==> config.mk <==
export PLATFORM = sky130hd
export DESIGN_NAME = gray_rx_decoder
export DESIGN_NICKNAME = d
export VERILOG_FILES = /design/src/rtl/gray_pkg.sv /design/src/rtl/gray_sync.sv /design/src/rtl/gray_rx_decoder.sv
export SDC_FILE = /design/constraint.sdc
export NUM_CORES = 1
export LEC_CHECK = 0
export CORE_ASPECT_RATIO = 1.75
export CORE_UTILIZATION = 46
export CTS_CLUSTER_DIAMETER = 80
export DETAILED_ROUTE_END_ITERATION = 16
export GPL_TIMING_DRIVEN = 0
export PLACE_DENSITY = 0.83
export SYNTH_ARGS = -nofsm -noshare
export SYNTH_HDL_FRONTEND = slang
export SYNTH_SLANG_ARGS = --single-unit
==> constraint.sdc <==
create_clock -name clk -period 2.5 [get_ports clk]
set_input_delay 0.375 -clock clk [delete_from_list [all_inputs] [get_ports clk]]
set_output_delay 0.375 -clock clk [all_outputs]
set_load 0.02 [all_outputs]
==> src/rtl/gray_pkg.sv <==
// Shared Gray-code helpers and state type for the Gray counter interface.
package gray_pkg;

  // Widest Gray count the helpers handle; callers zero-extend narrower values.
  localparam int GW_MAX = 32;

  typedef enum logic [0:0] {
    FILL  = 1'b0,
    TRACK = 1'b1
  } gray_rx_state_t;

  // Reflected Gray to binary: each binary bit is the XOR of all Gray bits at or above it.
  // Zero-extended upper bits contribute nothing, so any width up to GW_MAX works.
  function automatic logic [GW_MAX-1:0] gray2bin(input logic [GW_MAX-1:0] g);
    logic [GW_MAX-1:0] b;
    b = '0;
    b[GW_MAX-1] = g[GW_MAX-1];
    for (int i = GW_MAX - 2; i >= 0; i--) begin
      b[i] = b[i+1] ^ g[i];
    end
    return b;
  endfunction

  // Binary to reflected Gray.
  function automatic logic [GW_MAX-1:0] bin2gray(input logic [GW_MAX-1:0] b);
    return b ^ (b >> 1);
  endfunction

  // Number of set bits; 6 bits covers 0..GW_MAX.
  function automatic logic [5:0] popcount(input logic [GW_MAX-1:0] v);
    logic [5:0] cnt;
    cnt = 6'd0;
    for (int i = 0; i < GW_MAX; i++) begin
      cnt = cnt + {5'd0, v[i]};
    end
    return cnt;
  endfunction

endpackage

==> src/rtl/gray_sync.sv <==
// Multi-flop synchronizer for a Gray-coded bus crossing into the clk domain.
module gray_sync #(
  parameter int N           = 5,
  parameter int SYNC_STAGES = 2
) (
  input  logic         clk,
  input  logic         rst,
  input  logic [N-1:0] d,
  output logic [N-1:0] q
);

  logic [N-1:0] sync_q [SYNC_STAGES];
  logic [N-1:0] sync_d [SYNC_STAGES];

  // Next value of each stage: first stage takes the async input, the rest shift.
  always_comb begin
    sync_d[0] = d;
    for (int i = 1; i < SYNC_STAGES; i++) begin
      sync_d[i] = sync_q[i-1];
    end
  end

  // Synchronizer flop chain with synchronous clear.
  always_ff @(posedge clk) begin
    if (rst) begin
      for (int i = 0; i < SYNC_STAGES; i++) begin
        sync_q[i] <= '0;
      end
    end else begin
      for (int i = 0; i < SYNC_STAGES; i++) begin
        sync_q[i] <= sync_d[i];
      end
    end
  end

  assign q = sync_q[SYNC_STAGES-1];

endmodule

==> src/rtl/gray_rx_decoder.sv <==
// Receive side of the Gray counter interface: synchronize, decode to binary,
// report per-sample advance and flag multi-bit (illegal) transitions.
module gray_rx_decoder
  import gray_pkg::*;
#(
  parameter int N           = 5,
  parameter int SYNC_STAGES = 2,
  parameter int ECW         = 4
) (
  input  logic           clk,
  input  logic           rst,
  input  logic [N-1:0]   gray_in,
  output logic [N-1:0]   bin_out,
  output logic           valid,
  output logic [N-1:0]   delta,
  output logic           step,
  output logic           err,
  output logic [ECW-1:0] err_cnt
);

  localparam int            CW        = $clog2(SYNC_STAGES + 1);
  localparam logic [CW-1:0] FILL_LAST = CW'(SYNC_STAGES);
  localparam logic [ECW-1:0] ERR_MAX  = '1;

  logic [N-1:0]   sg;
  logic [N-1:0]   sg_bin_s;
  logic [5:0]     hd_s;

  gray_rx_state_t state_q, state_d;
  logic [CW-1:0]  fill_cnt_q, fill_cnt_d;
  logic [N-1:0]   prev_gray_q, prev_gray_d;
  logic [N-1:0]   bin_q, bin_d;
  logic           valid_q, valid_d;
  logic [N-1:0]   delta_q, delta_d;
  logic           step_q, step_d;
  logic           err_q, err_d;
  logic [ECW-1:0] err_cnt_q, err_cnt_d;

  gray_sync #(
    .N           (N),
    .SYNC_STAGES (SYNC_STAGES)
  ) u_sync (
    .clk (clk),
    .rst (rst),
    .d   (gray_in),
    .q   (sg)
  );

  // Decode the synchronized sample and measure its distance from the previous one.
  always_comb begin
    sg_bin_s = N'(gray2bin(GW_MAX'(sg)));
    hd_s     = popcount(GW_MAX'(sg ^ prev_gray_q));
  end

  // Next-state logic: wait for the synchronizer to fill, then track every sample.
  always_comb begin
    state_d     = state_q;
    fill_cnt_d  = fill_cnt_q;
    prev_gray_d = prev_gray_q;
    bin_d       = bin_q;
    valid_d     = valid_q;
    delta_d     = '0;
    step_d      = 1'b0;
    err_d       = 1'b0;
    err_cnt_d   = err_cnt_q;
    case (state_q)
      FILL: begin
        // The first real sample only seeds the tracker; no step or err for it.
        if (fill_cnt_q == FILL_LAST) begin
          prev_gray_d = sg;
          bin_d       = sg_bin_s;
          valid_d     = 1'b1;
          state_d     = TRACK;
        end else begin
          fill_cnt_d = fill_cnt_q + CW'(1);
        end
      end
      TRACK: begin
        // Always follow the new sample, even after an error, so we never stall.
        prev_gray_d = sg;
        bin_d       = sg_bin_s;
        if (hd_s == 6'd0) begin
          delta_d = '0;
        end else if (hd_s == 6'd1) begin
          delta_d = sg_bin_s - bin_q;
          step_d  = 1'b1;
        end else begin
          // Delta still reported on error to help debug the source of the jump.
          delta_d = sg_bin_s - bin_q;
          err_d   = 1'b1;
          if (err_cnt_q != ERR_MAX) begin
            err_cnt_d = err_cnt_q + ECW'(1);
          end else begin
            err_cnt_d = err_cnt_q;
          end
        end
      end
      default: begin
        state_d = FILL;
      end
    endcase
  end

  // State and output registers with synchronous reset.
  always_ff @(posedge clk) begin
    if (rst) begin
      state_q     <= FILL;
      fill_cnt_q  <= '0;
      prev_gray_q <= '0;
      bin_q       <= '0;
      valid_q     <= 1'b0;
      delta_q     <= '0;
      step_q      <= 1'b0;
      err_q       <= 1'b0;
      err_cnt_q   <= '0;
    end else begin
      state_q     <= state_d;
      fill_cnt_q  <= fill_cnt_d;
      prev_gray_q <= prev_gray_d;
      bin_q       <= bin_d;
      valid_q     <= valid_d;
      delta_q     <= delta_d;
      step_q      <= step_d;
      err_q       <= err_d;
      err_cnt_q   <= err_cnt_d;
    end
  end

  assign bin_out = bin_q;
  assign valid   = valid_q;
  assign delta   = delta_q;
  assign step    = step_q;
  assign err     = err_q;
  assign err_cnt = err_cnt_q;

endmodule

=== Word level (Yosys, flattened, before mapping) ===
Memory sizes are Yosys's and may differ from the RTL's.
Cells that the tools add are included.

* Add/subtract/negate cells: 34
* Bitwise logic cells: 11
* Reduce and logical (&&, ||, !) cells: 5
* Eq/ne operators: 4
* Mux-type cells: 13

{| class="wikitable"
|+ Operators with widths
! cell !! count
|-
| $add 6x1->6 const B || 26
|-
| $mux 5 || 4
|-
| $pmux 5 s2 || 2
|-
| $mux 1 || 7
|-
| $add 5x1->6 const B || 1
|-
| $eq 6x1->1 const B || 1
|-
| $logic_not 6->1 || 1
|-
| $add 4x1->5 || 1
|-
| $sub 5x5->5 || 1
|-
| $xor 5x5->5 || 1
|-
| $add 3x1->4 || 1
|-
| $add 4x1->4 const B || 1
|-
| $ne 4x4->1 const B || 1
|-
| $not 1->1 || 4
|-
| $reduce_and 2->1 || 2
|-
| $reduce_and 4->1 || 1
|-
| $xor 1x1->1 || 4
|-
| $add 2x1->3 || 1
|-
| $reduce_or 3->1 || 1
|-
| $add 1x1->2 || 1
|-
| $add 2x1->2 const B || 1
|-
| $eq 2x2->1 const B || 1
|-
| $ne 2x2->1 const B || 1
|-
| $or 1x1->1 || 2
|}

* Register bits: 25
* Output and inout bits: 17
* Bits in writable memories: 10
* Memories kept: 1

{| class="wikitable"
|+ Memories
! memory !! depth !! width !! read ports !! clocked after memory_dff !! wr ports !! line !! source
|-
| u_sync.sync_q || 2 || 5 || 2 || 0 || 2 || gray_sync.sv:12 || <nowiki>logic [N-1:0] sync_q [SYNC_STAGES];</nowiki>
|}

=== Longest topological paths before layout ===
Gate-level depths: netlist of run 1.

* Depth in word-level cells: 35
* Mapped depth: 9
* Gate-level depth less buffers: 9

=== Modules after synthesis ===
Synthesis of run 1 repeated with hierarchy kept, for this count alone.

* Cell total of the unflattened synthesis: 147
* Area total of the unflattened synthesis: 1415.1 µm²

{| class="wikitable"
|+ Modules (own cells, without submodules)
! module !! cells an instance !! seq. area each (µm²) !! times used !! area each (µm²)
|-
| gray_rx_decoder || 127 || 480.5 || 1 || 1152.4
|-
| gray_sync || 20 || 200.2 || 1 || 262.8
|}

=== Worst setup path after synthesis of run 1 ===
No wires, ideal clock.

* Path type: register to register
* Start point: memory u_sync.sync_q[1][1], in the netlist u_sync.sync_q[0][6]
* End point: register err_cnt_q[1], in the netlist err_cnt[1]
* Slack: -11 ps
* Stages on the path, launching flop included: 10
* Period minus slack after synthesis: 2511 ps
* Arrival: 2384 ps
* Library setup time: 128 ps
* Cells stage by stage: dfxtp_1 xnor2_1 fa_1 inv_1 fa_1 ha_1 o21ai_0 a31oi_1 mux2i_1 nor2_1

{| class="wikitable"
|+ RTL lines
! item !! line !! source
|-
| start, declared || gray_sync.sv:12 ||
|-
| end signal, assigned || gray_rx_decoder.sv:125 || <nowiki>err_cnt_q <= err_cnt_d;</nowiki>
|-
| end, declared || gray_rx_decoder.sv:37 || <nowiki>logic [ECW-1:0] err_cnt_q, err_cnt_d;</nowiki>
|}

=== Worst setup path in the final report of run 1 ===
* Start point: register prev_gray_q[0]
* End point: register err_cnt_q[2], in the netlist err_cnt[2]

* Longest elaborated chain between the ends: 35
* Elaborated cells on any way between the ends: 37
* Those cells by class: add/sub: 31; eq/ne: 1; bitwise: 3; reduce/logical: 2

{| class="wikitable"
|+ Ends and longest elaborated chain
! item !! line !! source
|-
| start, declared || gray_rx_decoder.sv:31 || <nowiki>logic [N-1:0] prev_gray_q, prev_gray_d;</nowiki>
|-
| start signal, assigned || gray_rx_decoder.sv:119 || <nowiki>prev_gray_q <= prev_gray_d;</nowiki>
|-
| $xor 5x5->5 * || gray_rx_decoder.sv:52 || <nowiki>hd_s = popcount(GW_MAX'(sg ^ prev_gray_q));</nowiki>
|-
| $add 1x1->2 * || gray_pkg.sv:34 || <nowiki>cnt = cnt + {5'd0, v[i]};</nowiki>
|-
| $add 2x1->3 * || gray_pkg.sv:34 ||
|-
| $add 3x1->4 * || gray_pkg.sv:34 ||
|-
| $add 4x1->5 * || gray_pkg.sv:34 ||
|-
| $add 5x1->6 * || gray_pkg.sv:34 ||
|-
| $add 6x1->6 * (26 in series) || gray_pkg.sv:34 ||
|-
| $eq 6x1->1 / $logic_not 6->1 (equally long branches) || gray_rx_decoder.sv:84, gray_rx_decoder.sv:82 ||
|-
| $not 1->1 (no source line) || n/a ||
|-
| $reduce_and 4->1 (no source line) * || n/a ||
|}

Every way passes the cells marked *; elsewhere a longest branch is shown, timed or not.
A chain may end at the register's enable or synchronous reset.

==> results of run 1 <==
==> cell usage after synthesis <==
library cell	count	area, um2
buf_1	1	3.75
fa_1	3	60.1
nand3_1	2	10.0
o21ai_0	3	15.0
xor3_2	1	25.0
a21boi_0	1	7.51
a21oi_1	8	40.0
buf_4	1	7.51
xor2_1	3	26.3
clkbuf_1	4	15.0
xnor3_1	1	22.5
nor3b_1	2	15.0
xnor2_1	8	70.1
nor2_1	16	60.1
nor3_1	3	15.0
o21a_1	1	7.51
nand2_1	13	48.8
a311oi_1	1	8.76
a31oi_1	1	6.26
and3_1	1	6.26
dfxtp_1	34	681
or2_2	1	6.26
a211oi_1	4	30.0
o31ai_1	1	7.51
mux2i_1	1	10.0
nor2b_1	13	81.3
inv_1	11	41.3
ha_1	7	87.6
==> flip-flops by register name, summed over array words and instances, names as in the netlist <==
register / cells
err: 1
state_q: 1
fill_cnt_q: 2
valid: 1
bin_out: 4
err_cnt: 4
step: 1
u_sync.sync_q: 10
prev_gray_q: 5
delta: 5
==> layout make-up <==
type	instances	area [um2]	share of cell area
Inverter	11	41.3	0.0225
Clock inverter	1	5.00	0.00273
Buffer	6	26.3	0.0143
Clock buffer	7	86.3	0.0471
Sequential cell	34	686	0.374
Timing Repair Buffer	22	220	0.120
Multi-Input combinational cell	95	734	0.400
Tap cell	28	35.0	0.0191
==> cells by family (layout without fill, tap and decap cells) <==
logic type,Yosys count,after routing,share of synthesized area
XOR/XNOR,13,13,0.102
adder cells (fa/ha/maj),10,10,0.104
AO/OA/AOI/OAI,20,20,0.0867
AND/OR/NAND/NOR,51,51,0.172
flip-flops,34,34,0.481
multiplexers,1,1,0.00707
buffers and inverters,17,47,0.0477
==> final timing paths <==
path                                           from                  end  slack (ns)  cells past startpoint
worst min register to register  u_sync.sync_q[0][0]  u_sync.sync_q[0][5]        0.44                      1
worst max-delay path                 prev_gray_q[0]           err_cnt[2]       -0.02                      9
worst min-delay path            u_sync.sync_q[0][0]  u_sync.sync_q[0][5]        0.44                      1
worst max register to register       prev_gray_q[0]           err_cnt[2]       -0.02                      9
==> where the power goes <==
group	switching [mW]	internal [mW]	total, mW	leakage [nW]
sequential	0.0488	0.609	0.658	0.279
combinational	0.283	0.231	0.515	0.373
clock	0.193	0.222	0.415	0.0482
==> stage by stage <==
stage	TNS, ns	hold slack (ns)	utilization	cells
2_1_floorplan	0	0.414	-	146
3_3_place_gp	-1.11	0.418	0.571	196
3_5_place_dp	-1.42	0.429	0.571	196
4_1_cts	0	0.444	0.618	204
5_1_grt	-0.398	0.457	0.626	204
6_report	-0.0244	0.444	0.626	204
==> layer usage <==
| metal | global-route usage | vias up | wire [um] |
|---|---|---|---|
| met4 | 0.145 | 0 | 87 |
| met2 | 0.325 | 24 | 1540 |
| met5 | 0 | - | 0 |
| met1 | 0.175 | 506 | 967 |
| met3 | 0.0924 | 9 | 115 |
| li1 | - | 529 | - |
==> worst register-to-register path: stages (launching register included) <==
cell and delay (ns):
dfxtp_2 0.33, xnor2_2 0.15, fa_1 0.57, inv_2 0.05, fa_2 0.40, ha_4 0.31
o21ai_4 0.08, a211oi_2 0.27, xnor2_1 0.16, nor2_1 0.08
==> what timing repair did <==
action / in CTS / in global routing
endpoints found under the setup margin: 9 / 7
hold endpoints to repair: 0 / 0
gates resized for setup: 9 / 7
hold buffers: 0 / 0
pin swaps: 2 / 5
setup buffers: 0 / 0
==> impl_metrics.yaml, run 1 <==
yosys:
  syn_area_um2: 1420
  synth_area_per_cell_um2: 9.69
  ys_seq_area_frac: 0.481
  synth_fp_nets: 163
  syn_inst: 146
  synth_seq_cells: 34
  ys_types: 28
  yosysWarnings: 0
worst_setup_path:
  crit_path_end_kind: "flop"
  crit_arrival_ns: 2.69
  cpPeakStageDelay_ns: 0.57
  critPathMaxFanout: 3
  cp_top_family: "adder cells"
  worstSetupPathType: "flop to flop"
  slowest_stage: "fa_1"
  worstPathRequired_ns: 2.67
  path_cells: "xnor2_2, fa_1, inv_2, fa_2, ha_4, o21ai_4, a211oi_2, xnor2_1, nor2_1"
  crit_buf_inv: 1
  crit_path_start_kind: "flop"
power_and_ir_drop:
  ir_drop_uv: 517
  leakagePower_nw: 0.701
  p_total_mw: 1.59
  p_per_area_nw_per_um2: 866
clock_tree:
  cts_sinks: 34
  root_buffer: "clkbuf_8"
  clk_pin_slew_ns: 0.07
  clockBufferDepth: 2
  htreeDepth: 2
  clk_latency_ns: 0.30
  cts_buffers: 5
  cts_tree: "yes"
routing:
  dr.pass1.iters: 12
  via_per_inst: 5.24
  wl_per_cell_um: 13.3
  totalWireLength_mm: 2.71
  dr_total_vias: 1068
  first_iter_violations: 31
  drtAntennaViolNets: 0
  drc: 2
sta:
  relSlewSlack: 0.685
  drv_slew: 0
  period_share: 1.01
  finalClockSkew_ns: 0.00783
  setup_viol_count_final: 2
  hold_viol_final: 0
  tightest_slew_ns: 0.472
  clock.fmax_mhz: 398
  min_period_ns: 2.52
  rsz0062_at_grt: "true"
  setup_ws_ns: -0.0151
global_route:
  grt_max_degree: 11
  grt_pass1_wl_mm: 4.50
  antenna_found_initial: 0
  grt_overflow_total: 0
  grt.total_usage: 0.193
  grt_pass1_vias: 1086
finish:
  drive_gt1_frac: 0.136
  fillCellCount: 224
  final_common_cell: "dfxtp_1"
  final_cell_mix: "dfxtp_1 (30), clkdlybuf4s50_1 (22), nor2_1 (16), nand2_1 (13), nor2b_1 (12)"
  fin_nets: 192
  syn_to_final_growth_pct: 29.6
  diodes: 0
  design_area_um2: 1830
floorplanning:
  rows: 26
  io-pin-count: 24
  design.die.area_um2: 3310
  start_util: 0.483
  die_h_um: 75.4
  core_area_um2: 2930
  die_x_um: 43.9
placement:
  place_hpwl_mm: 1.92
  placedInstanceArea_um2: 1670
  port_buffers: 22
  dp_slack_ns: -0.252
  finalWeightedCongestion: 0.783
hold_path:
  min_path_type: "flop to flop"
run:
  cap_violations: 0
outcome:
  violations: "design-rule violations, negative setup slack"
  status: "finished with violations"
No activity file was read; power rests on OpenSTA's default activity.
==> inputs of run 2 (changes only) <==
--- a/config.mk
+++ b/config.mk
@@ -6,11 +6,12 @@
 export NUM_CORES = 1
 export LEC_CHECK = 0
 export CORE_ASPECT_RATIO = 1.75
-export CORE_UTILIZATION = 46
+export CORE_UTILIZATION = 54
 export CTS_CLUSTER_DIAMETER = 80
 export DETAILED_ROUTE_END_ITERATION = 16
+export DONT_BUFFER_PORTS = 1
 export GPL_TIMING_DRIVEN = 0
-export PLACE_DENSITY = 0.83
+export PLACE_DENSITY = 0.81
 export SYNTH_ARGS = -nofsm -noshare
 export SYNTH_HDL_FRONTEND = slang
 export SYNTH_SLANG_ARGS = --single-unit
==> run 2 against run 1 <==
The run now ends clean. Clock skew down 0.0013 ns. First-iteration DRC count down 58%. Global-route usage up 2.6 points. Sequential power up 6.5%. Critical endpoint is now err_cnt[3]. Largest cell class unchanged. Highest routed layer unchanged.
==> impl_metrics.yaml, run 2 (synthesized netlist as in run 1, its figures left out) <==
sta:
  min_period_ns: 2.42
  period_share: 0.970
  hold_viol_final: 0
  clock.fmax_mhz: 412
  drv_slew: 0
  finalClockSkew_ns: 0.00657
  setup_viol_count_final: 0
  relSlewSlack: 0.679
  tightest_slew_ns: 0.481
  rsz0062_at_grt: "true"
global_route:
  grt_overflow_total: 0
  grt_pass1_wl_mm: 4.06
  grt.total_usage: 0.219
  grt_pass1_vias: 963
  grt_max_degree: 11
  antenna_found_initial: 0
worst_setup_path:
  slowest_stage: "fa_1"
  path_cells: "xnor2_2, fa_1, inv_1, fa_2, ha_4, o21ai_4, a311oi_2, xnor2_1, nor2_1"
  worstSetupPathType: "flop to flop"
  crit_path_end_kind: "flop"
  critPathMaxFanout: 3
  cp_top_family: "adder cells"
  worst_r2r_path_depth: 9
  crit_arrival_ns: 2.59
  cpPeakStageDelay_ns: 0.54
  regToRegSetupSlack_ns: 0.08
  path_depth: 9
  worstPathRequired_ns: 2.66
  crit_path_start_kind: "flop"
  crit_buf_inv: 1
routing:
  dr.pass1.iters: 4
  drc: 0
  totalWireLength_mm: 2.47
  dr_total_vias: 980
  wl_per_cell_um: 13.7
  via_per_inst: 5.44
  first_iter_violations: 13
  drtAntennaViolNets: 0
placement:
  finalWeightedCongestion: 0.730
  port_buffers: 0
  place_hpwl_mm: 1.81
  dpl.cell_count: 172
floorplanning:
  die_h_um: 69.7
  io-pin-count: 24
  start_util: 0.568
  die_x_um: 40.7
  core_area_um2: 2490
  rows: 24
  design.die.area_um2: 2840
power_and_ir_drop:
  p_total_mw: 1.50
  leakagePower_nw: 0.624
  p_per_area_nw_per_um2: 931
  ir_drop_uv: 514
clock_tree:
  cts_sinks: 34
  root_buffer: "clkbuf_8"
  hold_buffers: 0
  clk_pin_slew_ns: 0.06
  clockBufferDepth: 2
  htreeDepth: 2
  clk_latency_ns: 0.29
  cts_buffers: 5
  cts_tree: "yes"
finish:
  fin_util: 0.647
  fin_nets: 170
  regMostFlops: "u_sync.sync_q"
  diodes: 0
  syn_to_final_growth_pct: 13.9
  final_common_cell: "dfxtp_1"
  final_cell_count_no_fill: 180
  final_cell_mix: "dfxtp_1 (30), nor2_1 (16), nor2b_1 (13), nand2_1 (13), inv_1 (11)"
  drive_gt1_frac: 0.143
  largest_reg_flops: 10
hold_path:
  holdPathStages: 1
  min_path_type: "primary input to flop"
outcome:
  status: "finished clean"
run:
  cap_violations: 0
## run 2: cell types whose count changed in the layout (fill, tap and decap cells not counted), sizes merged
cell           previous run  this run
clkdlybuf4s50            22         0
## run 2: worst register-to-register path, stage by stage, from the launching register on
cell      delay [ns]
dfxtp_4         0.36
xnor2_2         0.15
fa_1            0.54
inv_1           0.05
fa_2            0.35
ha_4            0.31
o21ai_4         0.09
a311oi_2        0.24
xnor2_1         0.15
nor2_1          0.05
## run 2: repair_timing
item | in CTS | in global routing
pin swaps | 1 | 2
buffers inserted | 0 | 0
gates resized for setup | 9 | 6
setup endpoints to repair | 9 | 4
## run 2: layout make-up
cell class / count / area (um2)
clock buffer: 7 / 86.3
tap: 26 / 32.5
sequential: 34 / 688
fill: 196 / 881
buffer: 6 / 26.3
inverter: 11 / 41.3
clock inverter: 1 / 5.00
multi-input combinational: 95 / 732
## run 2: power by group
| group | internal [mW] | total (mW) | switching [mW] | leakage [nW] |
|---|---|---|---|---|
| Combinational | 0.165 | 0.388 | 0.223 | 0.296 |
| Sequential | 0.609 | 0.701 | 0.0922 | 0.280 |
| Clock | 0.222 | 0.411 | 0.190 | 0.0482 |
## run 2: path summary, 6_finish.rpt
path	from	to
max	u_sync.sync_q[0][5]	err_cnt[3]
max reg2reg	u_sync.sync_q[0][5]	err_cnt[3]
min reg2reg	u_sync.sync_q[0][3]	u_sync.sync_q[0][8]
min	gray_in[2]	u_sync.sync_q[0][2]
## run 2: per-stage QoR
stage / setup WS (ns) / hold WS, ns / cell area [um2] / setup TNS (ns)
after floorplan: 0.00600 / 0.414 / 1420 / 0
after global placement: -0.144 / 0.417 / 1450 / -0.958
after detailed placement: -0.238 / 0.430 / 1450 / -1.54
after CTS: 0.0489 / 0.207 / 1590 / 0
after global routing: -0.00750 / 0.220 / 1610 / -0.00750
final: 0.0757 / 0.215 / 1610 / 0
## run 2: routing by layer
layer,up-vias,GRT usage,part of all wire
li1,485,-,-
met1,464,0.197,0.35
met2,25,0.381,0.57
met3,6,0.0769,0.046
met4,0,0.111,0.028
met5,-,0,0
